===== config.mk =====
export PLATFORM = sky130hd
export DESIGN_NAME = clock_set_ctrl_flat
export DESIGN_NICKNAME = d
export VERILOG_FILES = /design/src/rtl/clock_set_ctrl_if.sv /design/src/rtl/clock_set_ctrl.sv /design/src/flat_wrapper.sv
export SDC_FILE = /design/constraint.sdc
export NUM_CORES = 1
export LEC_CHECK = 0
export BUFFER_PORTS_ARGS = -buffer_cell sky130_fd_sc_hd__buf_4
export CAP_MARGIN = 10
export CORE_MARGIN = 2
export CORE_UTILIZATION = 40
export CTS_BUF_LIST = sky130_fd_sc_hd__clkbuf_2 sky130_fd_sc_hd__clkbuf_4 sky130_fd_sc_hd__clkbuf_8
export CTS_CLUSTER_DIAMETER = 60
export CTS_CLUSTER_SIZE = 25
export DETAILED_ROUTE_END_ITERATION = 8
export PLACE_DENSITY = 0.57
export SYNTH_ARGS = -nofsm -noshare
export SYNTH_HDL_FRONTEND = slang
export SYNTH_SLANG_ARGS = --single-unit

===== constraint.sdc =====
create_clock -name clk -period 2.5 [get_ports clk]
set_input_delay 0.25 -clock clk [delete_from_list [all_inputs] [get_ports clk]]
set_output_delay 0.25 -clock clk [all_outputs]
set_load 0.1 [all_outputs]

===== src/rtl/clock_set_ctrl_if.sv =====
// Interface bundling the raw button inputs and the time/display outputs of
// the clock set controller. The controller uses the slave view; the board
// or bench side uses the master view.
interface clock_set_ctrl_if;
    logic       btn_mode;   // raw MODE button, asynchronous, active-high
    logic       btn_inc;    // raw INC button, asynchronous, active-high
    logic [4:0] hours;      // 0..23
    logic [5:0] minutes;    // 0..59
    logic [5:0] seconds;    // 0..59
    logic [1:0] set_mode;   // 00 RUN, 01 SET_HOUR, 10 SET_MIN, 11 SET_SEC
    logic       sec_tick;   // one-cycle pulse per elapsed second
    logic [2:0] blank;      // {hours, minutes, seconds} blank request

    // Controller view: samples buttons, drives time and display fields.
    modport slave (
        input  btn_mode,
        input  btn_inc,
        output hours,
        output minutes,
        output seconds,
        output set_mode,
        output sec_tick,
        output blank
    );

    // Board / bench view: drives buttons, observes the controller.
    modport master (
        output btn_mode,
        output btn_inc,
        input  hours,
        input  minutes,
        input  seconds,
        input  set_mode,
        input  sec_tick,
        input  blank
    );
endinterface


===== src/rtl/clock_set_ctrl.sv =====
// Timekeeping and time-set controller for the TT digital clock.
//  - Divides clk down to a one-cycle-per-second tick and keeps HH:MM:SS (24 h).
//  - Two debounced buttons (MODE, INC) walk a set-mode FSM that edits hours
//    and minutes and clears seconds.
//  - All time, mode and display outputs come straight from registers.
// Optional feature macro: CLOCK_SET_BLINK_EN
//  - defined:   the field under edit blinks through the blank outputs.
//  - undefined: blank is tied to 3'b000 and no blink logic exists.
module clock_set_ctrl #(
    parameter int TICK_DIV   = 65536,  // clk cycles per second tick (>= 2)
    parameter int DEB_CYCLES = 1024,   // stable cycles before a button level is accepted (>= 1)
    parameter int BLINK_DIV  = 32768   // clk cycles per blink phase toggle
) (
    input  logic            clk,
    input  logic            rst_n,
    clock_set_ctrl_if.slave bus
);

    typedef enum logic [1:0] {
        RUN      = 2'b00,
        SET_HOUR = 2'b01,
        SET_MIN  = 2'b10,
        SET_SEC  = 2'b11
    } state_e;

    localparam int TICK_W = $clog2(TICK_DIV);
    localparam int DEB_W  = (DEB_CYCLES > 1) ? $clog2(DEB_CYCLES) : 1;

    // Reject parameter values the counters below cannot honour.
    if (TICK_DIV < 2 || DEB_CYCLES < 1 || BLINK_DIV < 1) begin : g_param_check
        $error("clock_set_ctrl: TICK_DIV must be >= 2, DEB_CYCLES and BLINK_DIV >= 1");
    end

    // MODE step order; SET_SEC returns to RUN.
    function automatic state_e next_state(input state_e s);
        case (s)
            RUN:      return SET_HOUR;
            SET_HOUR: return SET_MIN;
            SET_MIN:  return SET_SEC;
            default:  return RUN;
        endcase
    endfunction

    // ------------------------------------------------------------------
    // Button conditioning. Bit 0 is MODE, bit 1 is INC.
    // ------------------------------------------------------------------
    logic [1:0]            btn_raw;
    logic [1:0]            sync1_q;
    logic [1:0]            sync2_q;
    logic [1:0]            lvl_q;
    logic [1:0]            lvl_d;
    logic [1:0]            lvl_prev_q;
    logic [1:0][DEB_W-1:0] deb_cnt_q;
    logic [1:0][DEB_W-1:0] deb_cnt_d;
    logic                  mode_p;
    logic                  inc_p;

    assign btn_raw = {bus.btn_inc, bus.btn_mode};

    // Debounce: the accepted level follows the synced level only after it has
    // differed for DEB_CYCLES consecutive cycles; any return resets the run.
    always_comb begin
        // NOTE: every variable gets a default before any branch so no path
        // leaves it unassigned, which would otherwise infer a latch.
        lvl_d     = lvl_q;
        deb_cnt_d = '0;
        for (int i = 0; i < 2; i++) begin
            if (sync2_q[i] != lvl_q[i]) begin
                if (deb_cnt_q[i] == DEB_W'(DEB_CYCLES - 1)) begin
                    lvl_d[i] = sync2_q[i];
                end else begin
                    deb_cnt_d[i] = deb_cnt_q[i] + 1'b1;
                end
            end
        end
    end

    // Synchronizer flops, debounce counters and accepted/previous levels.
    always_ff @(posedge clk or negedge rst_n) begin
        if (!rst_n) begin
            sync1_q    <= '0;
            sync2_q    <= '0;
            lvl_q      <= '0;
            lvl_prev_q <= '0;
            deb_cnt_q  <= '0;
        end else begin
            // NOTE: clocked state uses non-blocking assignments so every
            // flop samples the pre-edge value of its neighbours.
            sync1_q    <= btn_raw;
            sync2_q    <= sync1_q;
            lvl_q      <= lvl_d;
            lvl_prev_q <= lvl_q;
            deb_cnt_q  <= deb_cnt_d;
        end
    end

    // One-cycle press pulses on the rising edge of the accepted level.
    assign mode_p = lvl_q[0] & ~lvl_prev_q[0];
    assign inc_p  = lvl_q[1] & ~lvl_prev_q[1];

    // ------------------------------------------------------------------
    // Set-mode FSM, prescaler and time fields.
    // ------------------------------------------------------------------
    state_e            state_q;
    logic [TICK_W-1:0] presc_q;
    logic [4:0]        hours_q;
    logic [5:0]        minutes_q;
    logic [5:0]        seconds_q;
    logic              sec_tick_q;
    logic              tick_due;

    assign tick_due = (presc_q == TICK_W'(TICK_DIV - 1));

    // FSM, prescaler and HH:MM:SS advance together. Ticks only happen in
    // RUN and INC is ignored in RUN, so the two never touch a field in the
    // same cycle; MODE takes priority over a coincident INC.
    always_ff @(posedge clk or negedge rst_n) begin
        if (!rst_n) begin
            state_q    <= RUN;
            presc_q    <= '0;
            hours_q    <= '0;
            minutes_q  <= '0;
            seconds_q  <= '0;
            sec_tick_q <= 1'b0;
        end else begin
            sec_tick_q <= 1'b0;

            if (state_q == RUN) begin
                if (tick_due) begin
                    presc_q    <= '0;
                    sec_tick_q <= 1'b1;
                    if (seconds_q == 6'd59) begin
                        seconds_q <= '0;
                        if (minutes_q == 6'd59) begin
                            minutes_q <= '0;
                            hours_q   <= (hours_q == 5'd23) ? 5'd0 : hours_q + 5'd1;
                        end else begin
                            minutes_q <= minutes_q + 6'd1;
                        end
                    end else begin
                        seconds_q <= seconds_q + 6'd1;
                    end
                end else begin
                    presc_q <= presc_q + 1'b1;
                end
            end else begin
                // Held at zero so the first second after leaving set mode is full length.
                presc_q <= '0;
            end

            if (mode_p) begin
                state_q <= next_state(state_q);
            end else if (inc_p) begin
                case (state_q)
                    SET_HOUR: hours_q   <= (hours_q == 5'd23) ? 5'd0 : hours_q + 5'd1;
                    SET_MIN:  minutes_q <= (minutes_q == 6'd59) ? 6'd0 : minutes_q + 6'd1;
                    SET_SEC:  seconds_q <= '0;
                    default:  ;
                endcase
            end
        end
    end

    assign bus.hours    = hours_q;
    assign bus.minutes  = minutes_q;
    assign bus.seconds  = seconds_q;
    assign bus.set_mode = state_q;
    assign bus.sec_tick = sec_tick_q;

    // ------------------------------------------------------------------
    // Blink of the field under edit.
    // ------------------------------------------------------------------
`ifdef CLOCK_SET_BLINK_EN
    localparam int BLINK_W = (BLINK_DIV > 1) ? $clog2(BLINK_DIV) : 1;

    state_e             state_nx;
    logic [BLINK_W-1:0] blink_cnt_q;
    logic [BLINK_W-1:0] blink_cnt_d;
    logic               phase_q;
    logic               phase_d;
    logic [2:0]         blank_q;
    logic [2:0]         blank_d;

    assign state_nx = mode_p ? next_state(state_q) : state_q;

    // Phase runs only while staying in a set state without an accepted INC;
    // entering a set state, an INC, or being in RUN restarts it visible.
    always_comb begin
        blink_cnt_d = '0;
        phase_d     = 1'b0;
        if (state_nx != RUN && state_nx == state_q && !inc_p) begin
            if (blink_cnt_q == BLINK_W'(BLINK_DIV - 1)) begin
                phase_d = ~phase_q;
            end else begin
                blink_cnt_d = blink_cnt_q + 1'b1;
                phase_d     = phase_q;
            end
        end
        case (state_nx)
            SET_HOUR: blank_d = {phase_d, 2'b00};
            SET_MIN:  blank_d = {1'b0, phase_d, 1'b0};
            SET_SEC:  blank_d = {2'b00, phase_d};
            default:  blank_d = 3'b000;
        endcase
    end

    // Blink counter, phase and the registered blank request.
    always_ff @(posedge clk or negedge rst_n) begin
        if (!rst_n) begin
            blink_cnt_q <= '0;
            phase_q     <= 1'b0;
            blank_q     <= 3'b000;
        end else begin
            blink_cnt_q <= blink_cnt_d;
            phase_q     <= phase_d;
            blank_q     <= blank_d;
        end
    end

    assign bus.blank = blank_q;
`else
    assign bus.blank = 3'b000;
`endif

endmodule


===== src/flat_wrapper.sv =====
// flat-port wrapper written by rule: the top's interface ports become plain ports
module clock_set_ctrl_flat 
#(
    parameter int TICK_DIV   = 65536,                                      
    parameter int DEB_CYCLES = 1024,                                                            
    parameter int BLINK_DIV  = 32768                                       
)
  (clk, rst_n, bus_btn_mode, bus_btn_inc, bus_hours, bus_minutes, bus_seconds, bus_set_mode, bus_sec_tick, bus_blank);
  clock_set_ctrl_if bus_i ();
  input  logic clk;
  input  logic rst_n;
  input wire logic [$bits(bus_i.btn_mode)-1:0] bus_btn_mode;
  input wire logic [$bits(bus_i.btn_inc)-1:0] bus_btn_inc;
  output wire logic [$bits(bus_i.hours)-1:0] bus_hours;
  output wire logic [$bits(bus_i.minutes)-1:0] bus_minutes;
  output wire logic [$bits(bus_i.seconds)-1:0] bus_seconds;
  output wire logic [$bits(bus_i.set_mode)-1:0] bus_set_mode;
  output wire logic [$bits(bus_i.sec_tick)-1:0] bus_sec_tick;
  output wire logic [$bits(bus_i.blank)-1:0] bus_blank;
  assign bus_i.btn_mode = bus_btn_mode;
  assign bus_i.btn_inc = bus_btn_inc;
  assign bus_hours = bus_i.hours;
  assign bus_minutes = bus_i.minutes;
  assign bus_seconds = bus_i.seconds;
  assign bus_set_mode = bus_i.set_mode;
  assign bus_sec_tick = bus_i.sec_tick;
  assign bus_blank = bus_i.blank;
  clock_set_ctrl #(.TICK_DIV(TICK_DIV), .DEB_CYCLES(DEB_CYCLES), .BLINK_DIV(BLINK_DIV)) u_core (.clk(clk), .rst_n(rst_n), .bus(bus_i));
endmodule

==> results.sh <==
export IMPL_grt_pass1_vias=1945
export IMPL_setup_viol=0
export IMPL_place_ws_ns=0.499
export IMPL_r2r_start="u_core.bus.set_mode[0]"
export IMPL_crit_arrival_ns=2.26
export IMPL_drc=0
export IMPL_die_h_um=91.4
export IMPL_syn_area_sq_um=3060
export IMPL_hold_viol=0
export IMPL_vias=2121
export IMPL_coreArea_sq_um=7330
export IMPL_antenna_left=0
export IMPL_viasPerCell=4.91
export IMPL_fin_ws_ns=0.496
export IMPL_post_route_period_util_pct=80.2
export IMPL_diodes=0
export IMPL_start_util_pct=41.7
export IMPL_cts_made_buffers=9
export IMPL_cts_root_buf="clkbuf_8"
export IMPL_multiInputGateArea_sq_um=1380
export IMPL_synthToLayoutAreaGrowth_pct=17.4
export IMPL_path_cells="inv_1, ha_1, and3_1, nand2_4, or4_1, a21oi_1"
export IMPL_pwr_density_cell_nw_per_um2=603
export IMPL_ios=27
export IMPL_yosys_area_top_type="dfrtp_1"
export IMPL_synth_top_family_by_area="simple AND/OR/NAND/NOR gates"
export IMPL_hold_path_class="primary input to async pin"
export IMPL_grt_pass1_wl_mm=9.14
export IMPL_seq_area_frac_synth_pct=52.4
export IMPL_finalCriticalPeriod_ns=2.00
export IMPL_clock_skew_ns=0.00718
export IMPL_peakVddDrop_v=0.000391
export IMPL_crit_path_start="u_core.bus.set_mode[0]"
export IMPL_synth_area_leaders="dfrtp_1 (52%), nor2_1 (5.3%), xnor2_1 (4.6%)"
export IMPL_end_kind="flop"
export IMPL_rsz0062_at_grt="no"
export IMPL_io_buffer_count=23
export IMPL_synth_ff_type="dfrtp_1"
export IMPL_critical_path_class="flop to flop"
export IMPL_crit_cells=6
export IMPL_place_gp_congestion=0.776
export IMPL_max_stage_delay_ns=0.51
export IMPL_cp_start_kind="flop"
export IMPL_synthAdderAreaFrac_pct=4.50
export IMPL_clock_sinks=64
export IMPL_ys_types=45
export IMPL_slew_headroom_pct=46.9
export IMPL_dieArea_sq_um=8350
export IMPL_p_leak_nw=1.69
export IMPL_routed_wirelength_mm=5.29
export IMPL_synth_compound_area_share_pct=7.33
export IMPL_nNetsFinal=343
export IMPL_die_x_um=91.4
export IMPL_firstDrtPassIters=4
export IMPL_cts_buffer_depth=2
export IMPL_drv_cap=0
export IMPL_final_cells=432
export IMPL_routedWlPerCell_um=12.2
export IMPL_yosys_area_share_simple_pct=21.9
export IMPL_core_rowCount=31
export IMPL_required_ns=2.76
export IMPL_placed_area_sq_um=3330
export IMPL_reg2reg_depth=6
export IMPL_r2r_end="u_core.bus.seconds[5]"
export IMPL_cts_resized=0
export IMPL_grtUsageTotal_pct=13.7
export IMPL_yosysWarnings=0
export IMPL_grt_max_degree=65
export IMPL_dp_hpwl_mm=3.54
export IMPL_layout_drive_gt1_share_pct=16.2
export IMPL_regArea_sq_um=1600
export IMPL_fin_area_sq_um=3590
export IMPL_synth_top_area_share_pct=52.4
export IMPL_cts_tree="built"
export IMPL_h_tree_depth=3
export IMPL_synth_area_per_cell_sq_um=10.3
export IMPL_fmax_ghz=0.499
export IMPL_critPathBufInv=1
export IMPL_critical_path_top_delay_family="simple AND/OR/NAND/NOR gates"
export IMPL_netlist_instances=297
export IMPL_status="finished, final reports clean"
export IMPL_critPathSlowestCell="or4_1"
export IMPL_final_max_slew_viol_count=0
export IMPL_dp_cells=414
export IMPL_clk_pin_slew_ns=0.07
export IMPL_synth_xor_area_share_pct=8.89
export IMPL_timing_setup_tns_ns=0
export IMPL_clk_latency_ns=0.34
export IMPL_cp_max_fo=9
export IMPL_tightest_slew_ns=0.796
export IMPL_overflow=0
export IMPL_r2r_slack_ns=0.50
export IMPL_synthArstFlopShare_pct=100
export IMPL_synthMuxAreaShare_pct=2.17
export IMPL_drtIter0Drc=77
export IMPL_synth_edff_count=0
export IMPL_ys_ff_latch=64
export IMPL_fillCellCount=684
export IMPL_antenna_found_initial=0
## Yosys cell counts (all sizes together), types with 3 or more instances
| cell type | instances |
|---|---|
| ha | 11 |
| o21ai | 9 |
| nand2 | 31 |
| o31ai | 5 |
| nand4 | 6 |
| nand3 | 15 |
| mux2 | 5 |
| nand2b | 3 |
| a21oi | 4 |
| and2 | 5 |
| a31oi | 3 |
| nor2 | 43 |
| dfrtp | 64 |
| clkbuf | 3 |
| buf | 5 |
| and3 | 13 |
| nor3 | 9 |
| xnor2 | 16 |
| xor2 | 15 |
| inv | 10 |
| o211ai | 3 |
## cell type report
cell class	instances	share of cell area, %
sequential	64	44.7
multi-input combinational	217	38.5
timing repair buffer	26	5.58
clock buffer	12	4.61
tap	99	3.45
clock inverter	4	2.09
inverter	10	1.05
## worst max path at each step
| stage | to | slack (ns) |
|---|---|---|
| after CTS | u_core.bus.seconds[5] | 0.48 |
| after detailed placement | u_core.bus.seconds[5] | 0.50 |
| after global routing | u_core.presc_q[2] | 0.32 |
| final | u_core.bus.seconds[5] | 0.50 |
| after global placement | u_core.bus.seconds[5] | 0.55 |
| after floorplan | u_core.bus.hours[1] | 0.001 |
## power by group
| group | total, W | internal (W) | switching [W] |
|---|---|---|---|
| Combinational | 0.0000647 | 0.0000141 | 0.0000506 |
| Clock | 0.00104 | 0.000643 | 0.000402 |
| Sequential | 0.00105 | 0.00105 | 0.00000821 |
## worst reg2reg max path, delay by kind of cell (launching register included)
| family | cells | cell delay [ns] |
|---|---|---|
| fa+ha+maj | 1 | 0.29 |
| buf+inv | 1 | 0.09 |
| flops | 1 | 0.44 |
| simple gates | 3 | 0.96 |
| compound gates | 1 | 0.15 |
## metrics by stage
stage / power [W] / hold WS, ns / utilization, %
global route: 0.00225 / 0.0751 / 48.9
CTS: 0.00220 / 0.0295 / 48.9
finish: 0.00216 / 0.00188 / 48.9
detailed placement: 0.00114 / 0.337 / 45.4
global placement: 0.00114 / 0.336 / 45.4
floorplan: 0.00111 / -0.0456 / -
## cell families (layout without fill, tap and decap cells)
logic type | after synthesis | count (layout)
mux | 6 | 6
flops | 64 | 64
buf+inv | 18 | 52
compound gates | 32 | 32
other cells | 1 | 3
simple gates | 134 | 134
fa+ha+maj | 11 | 11
xor+xnor | 31 | 31
## layer usage
| layer | wire length [um] | vias up | global-route usage [%] |
|---|---|---|---|
| li1 | - | 1073 | - |
| met1 | 2640 | 1007 | 18.0 |
| met2 | 2380 | 35 | 21.1 |
| met3 | 191 | 6 | 4.98 |
| met4 | 77 | 0 | 4.17 |
| met5 | 0 | - | 0 |
## cells in the final DEF (no fill, tap or decap), types with 2 or more instances in the layout
cell type	n
and2_1	5
or3_1	2
xor2_1	15
conb_1	3
bufinv_16	2
inv_1	8
o41ai_1	2
a21oi_1	4
and4_1	2
nor3_1	8
mux2_2	4
nand3_1	14
nand2b_1	3
o21ai_0	8
and3_1	13
inv_2	2
xnor2_1	16
o211ai_1	3
dlygate4sd3_1	2
a31oi_1	3
nand4_1	5
ha_1	11
o31ai_1	5
nor2_1	43
nand2_1	30
buf_4	24
a32o_1	2
clkinvlp_4	2
clkbuf_8	12
dfrtp_1	63
## registers in the layout (all words and copies together), names as in the netlist
signal and flops:
u_core.lvl_prev_q 2, u_core.bus.hours 5, u_core.presc_q 16, u_core.lvl_q 2, u_core.deb_cnt_q 20, u_core.sync2_q 2
u_core.bus.seconds 6, u_core.bus.minutes 6, u_core.sync1_q 2, u_core.bus.set_mode 2, u_core.bus.sec_tick 1
## timing repair
action,CTS,global route
setup buffers,0,0
endpoints found under the setup margin,0,0
hold buffers,2,0
endpoints found under the hold margin,2,0
No activity file was read; power rests on OpenSTA's default activity.
